## src/rtl/id_issue_stage.sv

```systemverilog
// rtl/id_issue_stage.sv - decode/issue stage: operand forwarding, hazard stall, long-op scoreboard, ID/EX register
// Optional WB bypass of register-file read data: define ID_WB_BYPASS_EN.
module id_issue_stage #(
    parameter int DATA_W   = 32,
    parameter int ADDR_W   = 5,
    parameter int CTRL_W   = 16,
    parameter int LONG_LAT = 4
) (
    input  logic              clk,
    input  logic              reset,
    input  logic              hold,
    input  logic              flush,
    input  logic              valid_in,
    input  logic [ADDR_W-1:0] rs,
    input  logic [ADDR_W-1:0] rt,
    input  logic              uses_rs,
    input  logic              uses_rt,
    input  logic [ADDR_W-1:0] rd,
    input  logic              reg_write,
    input  logic              is_load,
    input  logic              long_op,
    input  logic [CTRL_W-1:0] ctrl_in,
    input  logic [DATA_W-1:0] pc_plus4,
    input  logic [DATA_W-1:0] imm,
    input  logic [DATA_W-1:0] rf_rs_data,
    input  logic [DATA_W-1:0] rf_rt_data,
    input  logic              fwd_mem_valid,
    input  logic [ADDR_W-1:0] fwd_mem_rd,
    input  logic [DATA_W-1:0] fwd_mem_data,
    input  logic              fwd_wb_valid,
    input  logic [ADDR_W-1:0] fwd_wb_rd,
    input  logic [DATA_W-1:0] fwd_wb_data,
    output logic              stall,
    output logic              long_busy,
    output logic              ex_valid,
    output logic              ex_reg_write,
    output logic              ex_is_load,
    output logic [ADDR_W-1:0] ex_rs,
    output logic [ADDR_W-1:0] ex_rt,
    output logic [ADDR_W-1:0] ex_rd,
    output logic [DATA_W-1:0] ex_rs_data,
    output logic [DATA_W-1:0] ex_rt_data,
    output logic [DATA_W-1:0] ex_pc_plus4,
    output logic [DATA_W-1:0] ex_imm,
    output logic [CTRL_W-1:0] ex_ctrl
);

    localparam int CNT_W = $clog2(LONG_LAT + 1);
    localparam logic [CNT_W-1:0] CNT_LOAD = CNT_W'(LONG_LAT);

    logic [CNT_W-1:0]  long_cnt;
    logic [ADDR_W-1:0] long_rd;
    logic [DATA_W-1:0] rs_sel;
    logic [DATA_W-1:0] rt_sel;
    logic              load_use_haz;
    logic              long_haz;
    logic              struct_haz;
    logic              issue;

    // EX/MEM forwarding always beats the WB bypass, which sees only the older result.
    function automatic logic [DATA_W-1:0] sel_operand(
        input logic [ADDR_W-1:0] idx,
        input logic [DATA_W-1:0] rf_data
    );
        if (idx == '0)
            return '0;
        if (fwd_mem_valid && (fwd_mem_rd == idx))
            return fwd_mem_data;
`ifdef ID_WB_BYPASS_EN
        if (fwd_wb_valid && (fwd_wb_rd != '0) && (fwd_wb_rd == idx))
            return fwd_wb_data;
`endif
        return rf_data;
    endfunction

`ifndef ID_WB_BYPASS_EN
    logic wb_unused;
    assign wb_unused = ^{fwd_wb_valid, fwd_wb_rd, fwd_wb_data};
`endif

    always_comb begin
        rs_sel = sel_operand(rs, rf_rs_data);
        rt_sel = sel_operand(rt, rf_rt_data);
    end

    assign long_busy = (long_cnt != '0);

    always_comb begin
        load_use_haz = ex_valid && ex_is_load && ex_reg_write && (ex_rd != '0) &&
                       ((uses_rs && (rs == ex_rd)) || (uses_rt && (rt == ex_rd)));
        long_haz     = long_busy && (long_rd != '0) &&
                       ((uses_rs && (rs == long_rd)) || (uses_rt && (rt == long_rd)));
        struct_haz   = long_busy && long_op;
        stall        = valid_in && !flush && (load_use_haz || long_haz || struct_haz);
        issue        = valid_in && !stall && !flush && !hold;
    end

    // Anything that is not a clean issue (flush, stall, empty ID) becomes a bubble.
    always_ff @(posedge clk or posedge reset) begin
        if (reset) begin
            ex_valid     <= 1'b0;
            ex_reg_write <= 1'b0;
            ex_is_load   <= 1'b0;
            ex_rs        <= '0;
            ex_rt        <= '0;
            ex_rd        <= '0;
            ex_rs_data   <= '0;
            ex_rt_data   <= '0;
            ex_pc_plus4  <= '0;
            ex_imm       <= '0;
            ex_ctrl      <= '0;
        end else if (!hold) begin
            if (issue) begin
                ex_valid     <= 1'b1;
                ex_reg_write <= reg_write;
                ex_is_load   <= is_load;
                ex_rs        <= rs;
                ex_rt        <= rt;
                ex_rd        <= rd;
                ex_rs_data   <= rs_sel;
                ex_rt_data   <= rt_sel;
                ex_pc_plus4  <= pc_plus4;
                ex_imm       <= imm;
                ex_ctrl      <= ctrl_in;
            end else begin
                ex_valid     <= 1'b0;
                ex_reg_write <= 1'b0;
                ex_is_load   <= 1'b0;
                ex_rs        <= '0;
                ex_rt        <= '0;
                ex_rd        <= '0;
                ex_rs_data   <= '0;
                ex_rt_data   <= '0;
                ex_pc_plus4  <= '0;
                ex_imm       <= '0;
                ex_ctrl      <= '0;
            end
        end
    end

    // A new long op can only issue once the counter is idle, so load and decrement never collide.
    always_ff @(posedge clk or posedge reset) begin
        if (reset) begin
            long_cnt <= '0;
            long_rd  <= '0;
        end else if (!hold) begin
            if (issue && long_op && reg_write) begin
                long_cnt <= CNT_LOAD;
                long_rd  <= rd;
            end else if (long_cnt != '0) begin
                long_cnt <= long_cnt - CNT_W'(1);
            end
        end
    end

endmodule

```

## config.mk

```make
export PLATFORM = sky130hd
export DESIGN_NAME = id_issue_stage
export DESIGN_NICKNAME = d
export VERILOG_FILES = /design/src/rtl/id_issue_stage.sv
export SDC_FILE = /design/constraint.sdc
export NUM_CORES = 1
export LEC_CHECK = 0
export CAP_MARGIN = 20
export CORE_ASPECT_RATIO = 1.2
export CORE_MARGIN = 10
export CORE_UTILIZATION = 34
export CTS_BUF_LIST = sky130_fd_sc_hd__clkbuf_4 sky130_fd_sc_hd__clkbuf_8 sky130_fd_sc_hd__clkbuf_16
export DETAILED_ROUTE_END_ITERATION = 8
export PLACE_DENSITY = 0.78
export SYNTH_ARGS = -nofsm -noshare
export SYNTH_HDL_FRONTEND = slang
export SYNTH_SLANG_ARGS = --single-unit
```

## constraint.sdc

```tcl
create_clock -name clk -period 6.9 [get_ports clk]
set_input_delay 1.38 -clock clk [delete_from_list [all_inputs] [get_ports clk]]
set_output_delay 1.38 -clock clk [all_outputs]
set_load 0.03 [all_outputs]
```

==> Word-level counts from Yosys, hierarchy flattened <==
Index checks and enable logic that the tools add are counted.
W data, S select, Z words.
{ "totals": {"ff_bits": 170, "in_bits": 245, "output_inout_bits": 164, "elab_cells": 83} }
{ "op_classes": {"addsub": 1, "eq_ne": 6, "n_mux": 27, "n_bitwise": 1, "reduce_logical": 35} }
{ "op_table": {"columns": ["cell", "n"], "rows": [
  ["$mux W32", 12],
  ["$eq A5 B5 Y1", 6],
  ["$logic_and A1 B1 Y1", 20],
  ["$mux W16", 1],
  ["$mux W5", 3],
  ["$logic_not A5 Y1", 2],
  ["$reduce_bool A5 Y1", 2],
  ["$mux W1", 9],
  ["$mux W3", 2],
  ["$logic_or A1 B1 Y1", 4],
  ["$reduce_and A2 Y1", 2],
  ["$logic_not A1 Y1", 3],
  ["$reduce_bool A3 Y1", 1],
  ["$sub A3 B1 Y3 const B", 1],
  ["$reduce_bool A2 Y1", 1],
  ["$not A1 Y1", 1]
]} }

==> Depth between registers and ports, before layout <==
Gate-level depths: netlist of the first run.
{ "depth": {"depth_word": 15, "depth_mapped": 10, "ltp_nobuf": 8} }

==> Worst setup path after synthesis of the first run <==
No wires, ideal clock.
{ "synth_timing": {"path_type": "input-to-output", "start": "in rs[0]", "end": "out stall", "t_arrival_ns": 2.864, "required_time_ns": 5.520, "setup_slack_ns": 2.656, "stages": 7, "n_path_buf": 2, "path_cell_list": "buf_2 xnor2_1 nand4_1 o22ai_2 a22oi_1 clkbuf_1 a21oi_1"} }
{ "synth_via": {"elab_chain_cells": 7, "elab_cells_between_ends": 11, "cone_classes": "eq/ne: 2; reduce/logical: 9"} }
{ "synth_rtl": {"columns": ["element", "line", "rtl"], "rows": [
  ["start, declared", "14", "input logic [ADDR_W-1:0] rs,"],
  ["$eq A5 B5 Y1, on equally long branches", "90, 92", null],
  ["$logic_and A1 B1 Y1, on equally long branches", "90, 92", null],
  ["$logic_or A1 B1 Y1, on equally long branches", "90, 92", null],
  ["$logic_and A1 B1 Y1, on equally long branches", "89, 91", null],
  ["$logic_or A1 B1 Y1 * (2 in series)", "94", "stall = valid_in && !flush && (load_use_haz || long_haz || struct_haz);"],
  ["$logic_and A1 B1 Y1 *", "94", null],
  ["end, declared", "33", "output logic stall,"]
]} }
Mark *: on every way between the ends. The rest lies on a longest branch, timed or not.

==> Final worst setup path of the first run <==
Same ends and word-level chain as after synthesis.

==> results.txt, run 1 <==
----------------------------------------------------
[GRT]
  Met1 demand-to-capacity share in global routing ... 20.6%
  Maximum number of pins on one net before global-route repair ... 96
  First-pass GRT wire length ... just over 40 mm
  Global routing usage on met3 ... 7.59%
  Number of global-route vias before repair ... roughly 6,800
  All-Layer GR Usage ... 18.4%
  Most used routing layer ... met2
  Overflow left after global routing ... 0
  Antenna violations before repair ... 0
  Grt met2 use ... a little under a third

[Worst setup path]
  Critical path origin ... rs[0]
  Crit path kind ... primary input to output pin
  Worst endpoint required time ... 5.52 ns
  Worst reg2reg startpoint ... long_cnt[0]
  Sort of element at the start of the critical path ... primary input
  Largest delay share family, worst path ... buffers and inverters
  Maximum net fanout on the critical path ... 5
  WP buf/inv ... 2
  Critical path endpoint category ... output pin
  Arrival time at the worst endpoint ... 3.63 ns
  Largest stage delay on the critical path ... roughly 0.73 ns
  Cells along the critical path ... clkdlybuf4s50_1 > xnor2_1 > nand4_1 > o22ai_2 > a22oi_2 > a21oi_1 > clkdlybuf4s50_1
  Minimum setup slack among reg-to-reg paths ... 4.17 ns
  CP max stage cell ... sky130_fd_sc_hd__clkdlybuf4s50_1
  Most prevalent standard cell on the critical path ... sky130_fd_sc_hd__clkdlybuf4s50_1

[Die]
  Overall die width ... between 150 and 200 um
  Std-Cell Rows ... 59
  Initial cell density of the core ... ~34%
  Height of the die ... 182 um
  Number of top-level design ports ... 409
  Core area ... ~0.022 mm2
  Area of the die ... between 0.02 and 0.03 mm2

[Cells and area]
  Final instance area ... 0.0118 mm2
  Layout area overhead ... 59.1%
  Number of nets in the finished design ... between 1,000 and 1,500
  Antenna cells ... 0
  Total area of multi-input combinational cells ... approximately 0.0029 mm2
  Most common cell after layout, fill and taps aside ... sky130_fd_sc_hd__clkdlybuf4s50_1
  Fraction of final layout cells with drive strength greater than 1 ... between 10% and 20%
  Final core occ ... 54.8%
  Flip-flop and latch area ... about 0.0043 mm2
  Most frequent cells in the layout ... 369 x sky130_fd_sc_hd__clkdlybuf4s50_1, 170 x sky130_fd_sc_hd__dfrtp_1, 97 x sky130_fd_sc_hd__a22o_1
  Non-filler instance count after layout ... 1,167
  # fillers ... 1,843

[Drt]
  Total wire length ... about 26 mm
  Average wire per standard cell ... 22.6 um
  Per-cell via count in the routed design ... between 5 and 6
  # DRC ... 0
  Count of antenna-violating nets left after detailed routing ... 0
  Via count ... 6,155
  Drt first pass iters ... 5
  1st-iter DRT viols ... 329

[Outcome]
  Status ... finished clean

[Synth]
  Warnings, synthesis ... 0
  Average cell area after synthesis ... 13.7 um2
  Number of synthesized register bits ... 170
  Register area share after synthesis ... 57.3%
  Area of the mapped netlist ... 0.00742 mm2
  EDFF count, synth ... 0
  Unique masters post-synth ... 31
  Post-Syn Nets ... 788
  Post-synthesis instance total ... about 540
  Asr flop ratio synth ... 100%
  Most instantiated flip-flop cell in the synthesis netlist ... sky130_fd_sc_hd__dfrtp_1

[STA]
  Max-slew violation total from the final report ... 0
  Clock period minus final worst setup slack ... around 5.0 ns
  Setup repair after global routing missed its margin ... no
  Skew final ... 0.0134 ns
  Worst-margin pin slew ... 1.01 ns
  Total count of hold-check failures in the final report ... 0
  Total Neg Setup Slack ... 0 ns
  Peak clock frequency supported by timing ... 0.200 GHz
  Setup-failing EPs final ... 0
  Max-Slew Margin vs Limit ... roughly 33%
  Post-route fraction of the period consumed by the critical path ... 72.6%

[Min path]
  Hold Crit Class ... flop to flop
  Hold path startpoint ... ex_rs_data[26]

[Placement]
  GPL Wtd Cong ... 0.809
  Placed instance count ... 1,135
  Total half-perimeter wirelength after legalization and detailed placement ... 19.5 mm
  Area of placed instances ... between 0.01 and 0.015 mm2
  Count of input and output buffers ... 370

[Power]
  Share of total power in combinational logic ... 25.0%
  PD cells ... 233 mW/mm2
  Power share of the sequential group ... 41.6%
  Clk pwr share ... 33.4%
  Cell-internal power ... about 1900 uW
  Net Sw Power ... 830 uW
  Switching power share of the total ... 30.2%
  Static Leakage ... a little under 0.005 uW
  VDD IR max ... 0.000157 V

[Flow run]
  Max_cap viols ... 0

[Clocking]
  Root buf cell ... sky130_fd_sc_hd__clkbuf_16
  PostCTS Resize Cnt ... 0
  Sinks on Clock Net ... 170
  Depth of the CTS H-tree ... 4
  CTS Buf Count ... 17
  CTS max path bufs ... 2
  Total setup buffers inserted after CTS ... 0
  Clock network latency to the later pin of the worst-skew pair ... 0.42 ns
  Worst-path clk slew ... 0.06 ns
  Post-CTS Hold Buffers ... 0
  CTS tree ... done

----------------------------------------------------
-- flip-flops by register name, summed over array words and instances (netlist names) --
| signal | count |
|---|---|
| ex_reg_write | 1 |
| ex_rt_data | 32 |
| ex_rs_data | 32 |
| ex_pc_plus4 | 32 |
| long_rd | 5 |
| ex_valid | 1 |
| ex_imm | 32 |
| ex_rs | 5 |
| ex_is_load | 1 |
| ex_rd | 5 |
| ex_ctrl | 16 |
| ex_rt | 5 |
| long_cnt | 3 |
-- worst register-to-register path: cells and delay by family (launching register included) --
family / cells / cell delay [ns]
and+or+nand+nor: 3 / 0.51
AOI/OAI and AO/OA: 2 / 0.68
adders and majority gates: 1 / 0.14
DFF: 1 / 0.39
buffers and inverters: 3 / 0.96
-- power by group through the flow --
stage | combinational (uW) | clock (uW) | sequential (uW)
after global placement | 685 | 0 | 1160
after CTS | 697 | 945 | 1140
after floorplan | 241 | 0 | 1280
final | 688 | 916 | 1140
after detailed placement | 695 | 0 | 1160
after global routing | 736 | 983 | 1150
-- kinds of logic after synthesis --
group,after synthesis,synth area share [%]
adders and majority gates,2,0.337
DFF,170,57.3
AOI/OAI and AO/OA,174,21.6
buffers and inverters,63,4.37
muxes,69,10.5
and+or+nand+nor,31,2.07
xor gates and xnor gates,32,3.78
-- final cells by class --
cell class	count	share of cell area (%)
multi-input combinational	308	24.2
timing repair buffer	379	31.9
sequential	170	36.0
clock buffer	20	3.90
inverter	4	0.170
clock inverter	12	0.890
tap	274	2.90
-- through the flow --
stage	total power, uW	setup slack (ns)	hold WS [ns]
final	2750	1.89	0.491
after global routing	2870	1.77	0.497
after CTS	2780	1.87	0.494
after detailed placement	1850	1.88	0.479
after global placement	1840	1.89	0.471
after floorplan	1520	0.917	0.480
-- final timing paths --
| kind | end | depth (start not counted) |
|---|---|---|
| max in group asynchronous | ex_rt[1] | 3 |
| min in group asynchronous | ex_imm[3] | 2 |
| setup reg to reg | ex_imm[19] | 9 |
| hold reg to reg | ex_rs_data[26] | 1 |
| setup / recovery | stall | 7 |
| hold / removal | ex_rs_data[26] | 1 |
-- cell usage after synthesis, types with 2 or more instances --
| cell type | number | area [um2] |
|---|---|---|
| sky130_fd_sc_hd__mux2_1 | 16 | 180 |
| sky130_fd_sc_hd__and3_1 | 2 | 12.5 |
| sky130_fd_sc_hd__nor3_1 | 4 | 20.0 |
| sky130_fd_sc_hd__nor2_1 | 7 | 26.3 |
| sky130_fd_sc_hd__o22ai_2 | 2 | 25.0 |
| sky130_fd_sc_hd__a21oi_1 | 5 | 25.0 |
| sky130_fd_sc_hd__dfrtp_1 | 170 | 4250 |
| sky130_fd_sc_hd__nand2b_1 | 2 | 12.5 |
| sky130_fd_sc_hd__mux2_2 | 53 | 597 |
| sky130_fd_sc_hd__xnor2_1 | 23 | 201 |
| sky130_fd_sc_hd__a32o_1 | 64 | 641 |
| sky130_fd_sc_hd__xor2_1 | 9 | 78.8 |
| sky130_fd_sc_hd__buf_2 | 20 | 100 |
| sky130_fd_sc_hd__buf_4 | 4 | 30.0 |
| sky130_fd_sc_hd__inv_1 | 4 | 15.0 |
| sky130_fd_sc_hd__clkbuf_2 | 2 | 10.0 |
| sky130_fd_sc_hd__a22o_1 | 97 | 850 |
| sky130_fd_sc_hd__nand2_1 | 7 | 26.3 |
| sky130_fd_sc_hd__nand4_1 | 5 | 31.3 |
| sky130_fd_sc_hd__buf_6 | 6 | 67.6 |
| sky130_fd_sc_hd__ha_1 | 2 | 25.0 |
| sky130_fd_sc_hd__clkbuf_1 | 27 | 101 |
| sky130_fd_sc_hd__nor4_1 | 2 | 12.5 |
-- layer usage --
layer  wire [um]  part of all wire, %
met1       10200                   39
met2       13000                   49
met3        2430                  9.2
met4         728                  2.8
met5           0                    0
No activity file was read; power rests on OpenSTA's default activity.
==> inputs of run 2 (changes only) <==
- PLACE_DENSITY: 0.78 -> 0.81
- clock period: 6.9 -> 4.59 ns (I/O delays scaled with it)
==> run 2 against run 1 <==
  * Clock-buffer cell count down 2
  * Final cell count up 0.17%
  * Final area rose by 0.65%
  * Clock power up 64%
  * Non-clock buffer count is 1 higher
  * Core utilization up 0.35 points
  * Largest cell class unchanged
  * Via count increased by 0.41%
  * First-iteration DRC count fell by 12%
  * Total power increased by 55%
  * Hold slack got worse by 0.0020 ns
==> results.txt, run 2 (synthesized netlist as in run 1, its figures left out) <==
----------------------------------------------------
[Min path]
  Hold Crit Class ... flop to flop
  Hold path startpoint ... ex_rt_data[13]
  Hold path endpoint ... ex_rt_data[13]
  Number of stages on the worst hold path ... 1

[Power]
  PD cells ... 359 mW/mm2
  VDD IR max ... 0.000267 V
  Static Leakage ... 0.00497 uW

[Placement]
  Area of placed instances ... between 0.01 and 0.015 mm2
  Count of input and output buffers ... 370
  Setup slack after placement ... 0.399 ns
  GPL Wtd Cong ... 0.817
  Total half-perimeter wirelength after legalization and detailed placement ... between 15 and 20 mm

[Clocking]
  Worst-path clk slew ... ~0.06 ns
  CTS max path bufs ... 2
  CTS tree ... done
  CTS Buf Count ... 17
  Total setup buffers inserted after CTS ... 0
  PostCTS Resize Cnt ... 0
  Depth of the CTS H-tree ... 4
  Post-CTS Hold Buffers ... 0
  Root buf cell ... sky130_fd_sc_hd__clkbuf_16
  Sinks on Clock Net ... 170
  Clock network latency to the later pin of the worst-skew pair ... about 0.42 ns

[Drt]
  Count of antenna-violating nets left after detailed routing ... 0
  Detailed-routed wire length on met2 ... 13.3 mm
  # DRC ... 0
  Via count ... 6,180
  Per-cell via count in the routed design ... 5.29
  Met3 Routed Length ... 2.62 mm
  Average wire per standard cell ... around 23 um
  Routed metal-1 wire length ... 9.82 mm
  Drt first pass iters ... 5
  Total wire length ... ~26 mm
  Highest layer used for signal routing ... met4
  1st-iter DRT viols ... slightly below 300

[GRT]
  Number of global-route vias before repair ... ~6,700
  All-Layer GR Usage ... between 10% and 20%
  Maximum number of pins on one net before global-route repair ... 92
  Antenna violations before repair ... 1
  First-pass GRT wire length ... 40.8 mm
  Overflow left after global routing ... 0

[STA]
  Peak clock frequency supported by timing ... 0.239 GHz
  Max-Slew Margin vs Limit ... 39.6%
  Setup repair after global routing missed its margin ... no
  Max-slew violation total from the final report ... 0
  Worst-margin pin slew ... 0.906 ns
  Post-route fraction of the period consumed by the critical path ... 91.1%
  Clock period minus final worst setup slack ... 4.18 ns
  Skew final ... slightly above 0.008 ns
  Total Neg Setup Slack ... 0 ns
  WHS ... 0.489 ns
  Worst setup margin ... 0.408 ns
  Setup-failing EPs final ... 0
  Total count of hold-check failures in the final report ... 0

[Cells and area]
  Most common cell after layout, fill and taps aside ... sky130_fd_sc_hd__clkdlybuf4s50_1
  Layout area overhead ... 60.1%
  Final instance area ... 0.0119 mm2
  Fraction of final layout cells with drive strength greater than 1 ... about an eighth
  Final core occ ... 55.1%
  Number of nets in the finished design ... 1,128
  Most frequent cells in the layout ... 369 x sky130_fd_sc_hd__clkdlybuf4s50_1, 170 x sky130_fd_sc_hd__dfrtp_1, 97 x sky130_fd_sc_hd__a22o_1

[Worst setup path]
  Critical path endpoint category ... output pin
  Crit path kind ... primary input to output pin
  R2R depth ... 9
  Maximum net fanout on the critical path ... 5
  Minimum setup slack among reg-to-reg paths ... about 2.2 ns
  Arrival time at the worst endpoint ... 3.26 ns
  Worst endpoint required time ... ~3.7 ns
  Worst reg2reg startpoint ... long_cnt[0]
  FF-to-FF End ... ex_ctrl[4]
  Sort of element at the start of the critical path ... primary input

[Flow run]
  Max_cap viols ... 0

[Die]
  Overall die width ... 155 um
  Height of the die ... between 150 and 200 um
  Std-Cell Rows ... 59
  Core area ... between 0.02 and 0.025 mm2
  Number of top-level design ports ... 409
  Area of the die ... 0.0282 mm2
  Initial cell density of the core ... 34.4%

[Outcome]
  Status ... finished clean

----------------------------------------------------
[run 2: changes by cell type in the layout (fill, tap and decap cells not counted), sizes merged]
cell	previous run	this run
clkinvlp	2	1
clkbuf	20	18
clkinv	4	3
bufinv	0	2
inv	10	12
buf	10	11
diode	0	1
[run 2: worst max path at each step]
| stage | from | to | slack [ns] |
|---|---|---|---|
| CTS | rs[4] | stall | 0.36 |
| detailed placement | rs[4] | stall | 0.40 |
| finish | rs[4] | stall | 0.41 |
| global route | rs[2] | stall | 0.27 |
| global placement | rs[2] | stall | 0.43 |
| floorplan | rs[0] | stall | 1.27 |
[run 2: metal layers]
| metal | track usage, % | vias up |
|---|---|---|
| li1 | - | 2767 |
| met1 | 20.3 | 3062 |
| met2 | 30.6 | 311 |
| met3 | 7.68 | 40 |
| met4 | 7.04 | 0 |
| met5 | 0 | - |
[run 2: critical path, cell delays in order]
cell,delay (ns)
sky130_fd_sc_hd__clkdlybuf4s50_1,0.64
sky130_fd_sc_hd__xnor2_1,0.16
sky130_fd_sc_hd__nand4_1,0.13
sky130_fd_sc_hd__o22ai_2,0.34
sky130_fd_sc_hd__a22oi_2,0.12
sky130_fd_sc_hd__a21oi_1,0.21
sky130_fd_sc_hd__clkdlybuf4s50_1,0.75
[run 2: power breakdown]
part	total [uW]	internal, uW	switching (uW)
Sequential	1720	1620	96.7
Clock	1500	836	664
Combinational	1040	514	525
Total	4260	2970	1290
[run 2: layout make-up]
type,instances,area [um2]
diodes,1,2.50
multi-input cells,308,2850
well taps,274,343
clock buffers,18,433
inverters,4,18.8
clock inverters,14,175
fillers,1817,9680
repair buffers,380,3800
flip-flops and latches,170,4250
[run 2: through the flow]
stage / cells / total power (uW)
floorplan: 541 / 2290
global placement: 1136 / 2770
detailed placement: 1136 / 2790
CTS: 1168 / 4310
global route: 1169 / 4460
finish: 1169 / 4260
